## config.mk

```make
export PLATFORM = sky130hd
export DESIGN_NAME = status_scoreboard
export DESIGN_NICKNAME = d
export VERILOG_FILES = /design/src/rtl/status_scoreboard.sv
export SDC_FILE = /design/constraint.sdc
export NUM_CORES = 1
export LEC_CHECK = 0
export CELL_PAD_IN_SITES_DETAIL_PLACEMENT = 0
export CELL_PAD_IN_SITES_GLOBAL_PLACEMENT = 1
export CORE_UTILIZATION = 50
export DETAILED_ROUTE_END_ITERATION = 12
export DONT_BUFFER_PORTS = 1
export GPL_TIMING_DRIVEN = 0
export PLACE_DENSITY = 0.95
export RECOVER_POWER = 50
export REMOVE_ABC_BUFFERS = 1
export SKIP_LAST_GASP = 1
export SLEW_MARGIN = 10
export SYNTH_ARGS = -nofsm -noshare
export SYNTH_HDL_FRONTEND = slang
export SYNTH_SLANG_ARGS = --single-unit
export TNS_END_PERCENT = 10
```

## constraint.sdc

```tcl
create_clock -name i_clk -period 8.6 [get_ports i_clk]
set_input_delay 0.43 -clock i_clk [delete_from_list [all_inputs] [get_ports i_clk]]
set_output_delay 0.43 -clock i_clk [all_outputs]
set_load 0.02 [all_outputs]
```

## src/rtl/status_scoreboard.sv

```systemverilog
// status_scoreboard: scores a core's status stream against a golden status ROM
// and enforces a cycle budget. After a terminal status it sweeps a word range of
// data memory against a golden data ROM. Reports pass/fail, counters and the
// index of the first failure.
module status_scoreboard #(
  parameter int STATUS_W    = 3,
  parameter int DEPTH       = 1024,
  parameter int DATA_W      = 32,
  parameter int MEM_AW      = 11,
  parameter int MAX_CYCLE   = 120000,
  parameter int EOF_CODE    = 6,
  parameter int INV_CODE    = 5,
  parameter int MAX_MEM_ERR = 10,
  parameter int CNT_W       = 32,
  localparam int SA_W       = $clog2(DEPTH)
) (
  input  logic                i_clk,
  input  logic                i_rst,
  input  logic                i_start,
  input  logic [SA_W:0]       i_status_len,
  input  logic [MEM_AW-1:0]   i_chk_lo,
  input  logic [MEM_AW-1:0]   i_chk_hi,
  input  logic [STATUS_W-1:0] i_status,
  input  logic                i_status_valid,
  output logic [SA_W-1:0]     o_gs_addr,
  input  logic [STATUS_W-1:0] i_gs_data,
  output logic [MEM_AW-1:0]   o_mem_addr,
  input  logic [DATA_W-1:0]   i_mem_rdata,
  output logic [MEM_AW-1:0]   o_gd_addr,
  input  logic [DATA_W-1:0]   i_gd_data,
  output logic                o_busy,
  output logic                o_done,
  output logic                o_pass,
  output logic [1:0]          o_fail_code,
  output logic [CNT_W-1:0]    o_cycle_cnt,
  output logic [CNT_W-1:0]    o_status_cnt,
  output logic [CNT_W-1:0]    o_err_cnt,
  output logic [3:0]          o_mem_err_cnt,
  output logic [CNT_W-1:0]    o_first_err_idx
);

  typedef enum logic [2:0] {S_IDLE, S_RUN, S_DRAIN, S_MEMCHK, S_DONE} state_t;

  localparam logic [1:0] FC_NONE  = 2'd0;
  localparam logic [1:0] FC_MIS   = 2'd1;
  localparam logic [1:0] FC_TMO   = 2'd2;
  localparam logic [1:0] FC_EXTRA = 2'd3;

  state_t              state_q;
  logic                busy_q, done_q;
  logic [1:0]          code_q;
  logic [CNT_W-1:0]    cycle_q, scnt_q, err_q, fidx_q;
  logic [3:0]          merr_q;
  logic                frec_q;        // first error index already captured
  logic [SA_W:0]       len_q;
  logic [MEM_AW-1:0]   lo_q, hi_q, idx_q;
  logic                issue_q;       // sweep still issuing addresses
  logic                term_pend_q;   // terminal accepted, its compare is in flight
  logic                cmp_vld_q;
  logic [STATUS_W-1:0] cmp_code_q;
  logic [CNT_W-1:0]    cmp_idx_q;
  logic                mvld_q;
  logic [MEM_AW-1:0]   midx_q;

  logic             acc, extra, is_term, tmo, st_mis, m_mis, m_abort;
  logic [CNT_W-1:0] err_nxt;
  logic [3:0]       merr_nxt;

  function automatic logic [CNT_W-1:0] inc_sat(input logic [CNT_W-1:0] v);
    return (&v) ? v : v + CNT_W'(1);
  endfunction

  // Status-side decode: accept, overflow past expected length, terminal, budget
  always_comb begin
    acc      = (state_q == S_RUN) && i_status_valid && !term_pend_q;
    extra    = acc && (scnt_q >= CNT_W'(len_q));
    is_term  = (i_status == STATUS_W'(EOF_CODE)) || (i_status == STATUS_W'(INV_CODE));
    // a terminal accept on the last budget cycle wins over the timeout
    tmo      = (state_q == S_RUN) && !term_pend_q && !(acc && is_term) &&
               (cycle_q == CNT_W'(MAX_CYCLE - 1));
    st_mis   = cmp_vld_q && (cmp_code_q != i_gs_data);
    // a pending mismatch and an extra status can both land on the same edge
    err_nxt  = err_q;
    if (st_mis) err_nxt = inc_sat(err_nxt);
    if (extra)  err_nxt = inc_sat(err_nxt);
    m_mis    = mvld_q && (i_mem_rdata != i_gd_data);
    merr_nxt = (m_mis && !(&merr_q)) ? merr_q + 4'd1 : merr_q;
    m_abort  = m_mis && (32'(merr_nxt) == 32'(MAX_MEM_ERR));
  end

  // Run FSM: start, status scoring, drain, memory sweep, done
  always_ff @(posedge i_clk) begin
    if (i_rst) begin
      state_q     <= S_IDLE;
      busy_q      <= 1'b0;
      done_q      <= 1'b0;
      code_q      <= FC_NONE;
      cycle_q     <= '0;
      scnt_q      <= '0;
      err_q       <= '0;
      fidx_q      <= '0;
      merr_q      <= '0;
      frec_q      <= 1'b0;
      len_q       <= '0;
      lo_q        <= '0;
      hi_q        <= '0;
      idx_q       <= '0;
      issue_q     <= 1'b0;
      term_pend_q <= 1'b0;
      cmp_vld_q   <= 1'b0;
      cmp_code_q  <= '0;
      cmp_idx_q   <= '0;
      mvld_q      <= 1'b0;
      midx_q      <= '0;
    end else begin
      case (state_q)
        S_IDLE, S_DONE: begin
          if (i_start) begin
            state_q     <= S_RUN;
            busy_q      <= 1'b1;
            done_q      <= 1'b0;
            code_q      <= FC_NONE;
            cycle_q     <= '0;
            scnt_q      <= '0;
            err_q       <= '0;
            fidx_q      <= '0;
            merr_q      <= '0;
            frec_q      <= 1'b0;
            len_q       <= i_status_len;
            lo_q        <= i_chk_lo;
            hi_q        <= i_chk_hi;
            issue_q     <= 1'b0;
            term_pend_q <= 1'b0;
            cmp_vld_q   <= 1'b0;
            mvld_q      <= 1'b0;
          end
        end
        S_RUN: begin
          cycle_q    <= inc_sat(cycle_q);
          err_q      <= err_nxt;
          if (acc) scnt_q <= inc_sat(scnt_q);
          cmp_vld_q  <= acc && !extra && !tmo;
          cmp_code_q <= i_status;
          cmp_idx_q  <= scnt_q;
          if (st_mis && !frec_q) begin
            fidx_q <= cmp_idx_q;
            frec_q <= 1'b1;
            if (code_q == FC_NONE) code_q <= FC_MIS;
          end
          if (extra) begin
            code_q  <= FC_EXTRA;
            state_q <= S_DONE;
            busy_q  <= 1'b0;
            done_q  <= 1'b1;
          end else if (acc && is_term) begin
            term_pend_q <= 1'b1;
          end else if (term_pend_q) begin
            // the terminal compare lands on this edge
            term_pend_q <= 1'b0;
            state_q     <= S_DRAIN;
          end else if (tmo) begin
            code_q  <= FC_TMO;
            state_q <= S_DONE;
            busy_q  <= 1'b0;
            done_q  <= 1'b1;
          end
        end
        S_DRAIN: begin
          // one idle cycle lets the core's final store reach memory
          idx_q   <= lo_q;
          issue_q <= 1'b1;
          mvld_q  <= 1'b0;
          if (lo_q > hi_q) begin
            state_q <= S_DONE;
            busy_q  <= 1'b0;
            done_q  <= 1'b1;
          end else begin
            state_q <= S_MEMCHK;
          end
        end
        S_MEMCHK: begin
          if (m_mis) begin
            merr_q <= merr_nxt;
            if (!frec_q) begin
              fidx_q <= CNT_W'(midx_q);
              frec_q <= 1'b1;
            end
            if (code_q == FC_NONE) code_q <= FC_MIS;
          end
          if (m_abort || !issue_q) begin
            // abort drops the in-flight word; otherwise the last compare just landed
            mvld_q  <= 1'b0;
            issue_q <= 1'b0;
            state_q <= S_DONE;
            busy_q  <= 1'b0;
            done_q  <= 1'b1;
          end else begin
            mvld_q <= 1'b1;
            midx_q <= idx_q;
            if (idx_q == hi_q) issue_q <= 1'b0;
            else               idx_q   <= idx_q + MEM_AW'(1);
          end
        end
        default: state_q <= S_IDLE;
      endcase
    end
  end

  assign o_gs_addr       = scnt_q[SA_W-1:0];
  assign o_mem_addr      = idx_q;
  assign o_gd_addr       = idx_q;
  assign o_busy          = busy_q;
  assign o_done          = done_q;
  assign o_pass          = done_q && (err_q == '0) && (merr_q == '0) && (code_q == FC_NONE);
  assign o_fail_code     = code_q;
  assign o_cycle_cnt     = cycle_q;
  assign o_status_cnt    = scnt_q;
  assign o_err_cnt       = err_q;
  assign o_mem_err_cnt   = merr_q;
  assign o_first_err_idx = fidx_q;

endmodule

```

==> flow_metrics.py <==
metrics = {
    "sta": {
        "final_max_slew_viol_count": 41,
        "finalHoldViolations": 0,
        "setup_viol": 0,
        "period_needed_ps": 4894,
        "clock_skew_ps": 7.559,
        "period_share_pct": 56.91,
        "worst_pin_slew_ps": 1517,
        "setup_tns_ps": 0,
        "relSlewSlack_pct": -1.165,
        "hold_ws_ps": 28.20,
        "fmax_mhz": 204.3,
        "rsz0062_at_grt": "no",
    },
    "placed_design": {
        "io_buffers": 0,
        "globalplace.congestion": 0.9624,
        "hpwlAfterDp_um": 25520,
    },
    "pwr": {
        "ir_worst_vdd_mv": 0.1865,
        "fin_total_pwr_mw": 3.022,
        "power.leakage_nw": 4.827,
        "p_per_area_nw_per_um2": 217.2,
    },
    "critical_path": {
        "critical_path_class": "reg -> reg",
        "cp_cell_sequence": "nand3_1 -> nor3_1 -> o2111ai_1 -> or2_2 -> or3_1 -> a21o_1 -> nor3_2 -> o21ai_0 -> nor4b_1 -> a211o_1",
        "slowest_stage": "nor3_2",
        "worst_setup_path_end_kind": "flip-flop",
        "arrival_ps": 5310,
        "regToRegStartpoint": "o_err_cnt[2]$_SDFFE_PP0P_",
        "path_max_fanout": 17,
        "required_ps": 9020,
        "startpoint": "o_err_cnt[2]$_SDFFE_PP0P_",
        "max_stage_delay_ps": 970,
        "start_kind": "flip-flop",
    },
    "floorplanning": {
        "initial_core_util_pct": 51.01,
        "pin_count": 276,
        "die_y_um": 162.5,
        "die-width_um": 162.5,
        "die_area_um2": 26410,
        "rows": 58,
        "core_um2": 25250,
    },
    "clock_tree": {
        "path_clk_slew_ps": 60,
        "clock-sinks": 234,
        "cts_tree": "done",
        "insertion_delay_ps": 530,
        "ctsRootBufferMaster": "clkbuf_16",
        "htreeDepth": 1,
        "cts_buffers": 27,
        "clk_path_buf_depth": 3,
    },
    "logic_synthesis": {
        "yosysSeqAreaShare_pct": 36.37,
        "async_flop_share_pct": 0,
        "yosysWarnings": 0,
        "synth_enable_flop_cells": 0,
        "syn_inst": 1654,
        "synth.avg_cell_area_um2": 7.788,
        "synth_cell_types": 95,
        "syn_area_um2": 12880,
        "ys_ff_latch": 234,
        "ys.flop_type": "dfxtp_1",
    },
    "global_routing": {
        "grt_max_degree": 135,
        "grt_pass1_vias": 10980,
        "antenna_found_initial": 0,
        "grtUsageTotal_pct": 26.83,
        "grt.overflow.total": 0,
        "grt_pass1_wl_um": 57590,
    },
    "hold_path": {
        "hold_path_class": "in -> reg",
        "min-delay-start": "i_status_len[1]",
    },
    "route": {
        "drtIter0Drc": 960,
        "wl_um": 36570,
        "ant_nets": 0,
        "num_vias": 11748,
        "viasPerCell": 6.100,
        "wl_per_cell_um": 18.99,
        "drc": 0,
        "drtPass1Iterations": 5,
    },
    "finish": {
        "drive_gt1_share_pct": 6.516,
        "area_growth_pct": 8.013,
        "final_cell_mix": "263 x nand2_1, 234 x dfxtp_1, 160 x nor2_1, 125 x a21oi_1, 90 x xor2_1",
        "final_common_cell": "nand2_1",
        "nets": 1714,
        "antenna_cells": 0,
    },
    "flow_run": {
        "cap_violations": 1,
    },
    "status": {
        "violations": "max-capacitance violations, max-slew violations",
        "outcome": "finished with violations",
    },
}
## worst max-delay path, delay by kind of cell, from the launching register on
kind,cells,cell delay [ps]
simple gates,6,2810
flops,1,840
compound gates,4,1120
## sequential cells by signal, summed over array words and instances, names as in the netlist, 2 cells and up
name and count:
cmp_code_q 3, cmp_idx_q 32, hi_q 11, len_q 11, lo_q 11, midx_q 11, o_cycle_cnt 32, o_err_cnt 32
o_fail_code 2, o_first_err_idx 32, o_gd_addr 11, o_mem_err_cnt 4, o_status_cnt 32, state_q 3
## per-layer routing
layer	wire [um]	track usage, %	share of wire [%]	vias up
met2	16270	42.31	44	426
met4	1232	10.42	3.4	0
met1	16230	35.57	44	5558
met5	0	0	0	-
met3	2844	5.882	7.8	79
li1	-	-	-	5685
## metrics by stage
stage                     setup slack (ps)  instance area (um2)  utilization [%]  cells
after floorplan                       3585                12330                -   1539
after global placement               993.9                12740            50.47   1869
after detailed placement              3813                12940            51.24   1876
after CTS                             3798                13900            55.05   1926
after global routing                  3480                13910            55.09   1926
final                                 3706                13910            55.09   1926
## area by class of cell
| type | instances | area, um2 |
|---|---|---|
| Clock buffer | 39 | 790.8 |
| Clock inverter | 9 | 133.9 |
| Fill cell | 2462 | 11340 |
| Inverter | 51 | 191.4 |
| Multi-Input combinational cell | 1254 | 7530 |
| Sequential cell | 234 | 4684 |
| Tap cell | 330 | 412.9 |
| Timing Repair Buffer | 9 | 170.2 |
## cells in the mapped netlist, types with 31 or more instances
cell type / count / area share (%)
dfxtp_1: 234 / 36
inv_1: 51 / 1.5
o21ai_0: 47 / 1.8
clkbuf_1: 77 / 2.2
nor3_1: 43 / 1.7
nor2_1: 164 / 4.8
nand4_1: 35 / 1.7
nand3_1: 85 / 3.3
a21oi_1: 126 / 4.9
xor2_1: 90 / 6.1
xnor2_1: 31 / 2.1
nand2_1: 265 / 7.7
nor4_1: 41 / 2.0
## worst paths after layout
kind	to	slack, ps	cells past startpoint
max	o_err_cnt[18]$_SDFFE_PP0P_	3710	10
min	len_q[1]$_SDFFE_PP0P_	30	2
max reg2reg	o_err_cnt[18]$_SDFFE_PP0P_	3710	10
min reg2reg	cmp_idx_q[27]$_SDFFE_PP0P_	460	2
## kinds of logic (layout without fill, tap and decap cells)
family / count (synthesis) / after routing / share of synthesized area (%)
AO/OA/AOI/OAI: 342 / 342 / 17.68
XOR/XNOR: 122 / 122 / 8.354
adder cells (fa/ha/maj): 30 / 30 / 2.914
buffers and inverters: 166 / 108 / 5.750
flip-flops: 234 / 234 / 36.37
multiplexers: 19 / 19 / 1.496
AND/OR/NAND/NOR: 741 / 741 / 27.44
## repair_timing
item	CTS	global route
hold buffers	2	0
buffers inserted	0	0
resized for setup	0	0
endpoints found under the hold margin	134	0
## power breakdown
part / internal (mW) / switching, mW / leakage (nW) / total, mW
Sequential: 1.14 / 0.112 / 1.89 / 1.26
Combinational: 0.193 / 0.387 / 2.48 / 0.581
Clock: 0.726 / 0.460 / 0.452 / 1.19
Power figures use the tool's default switching activity.
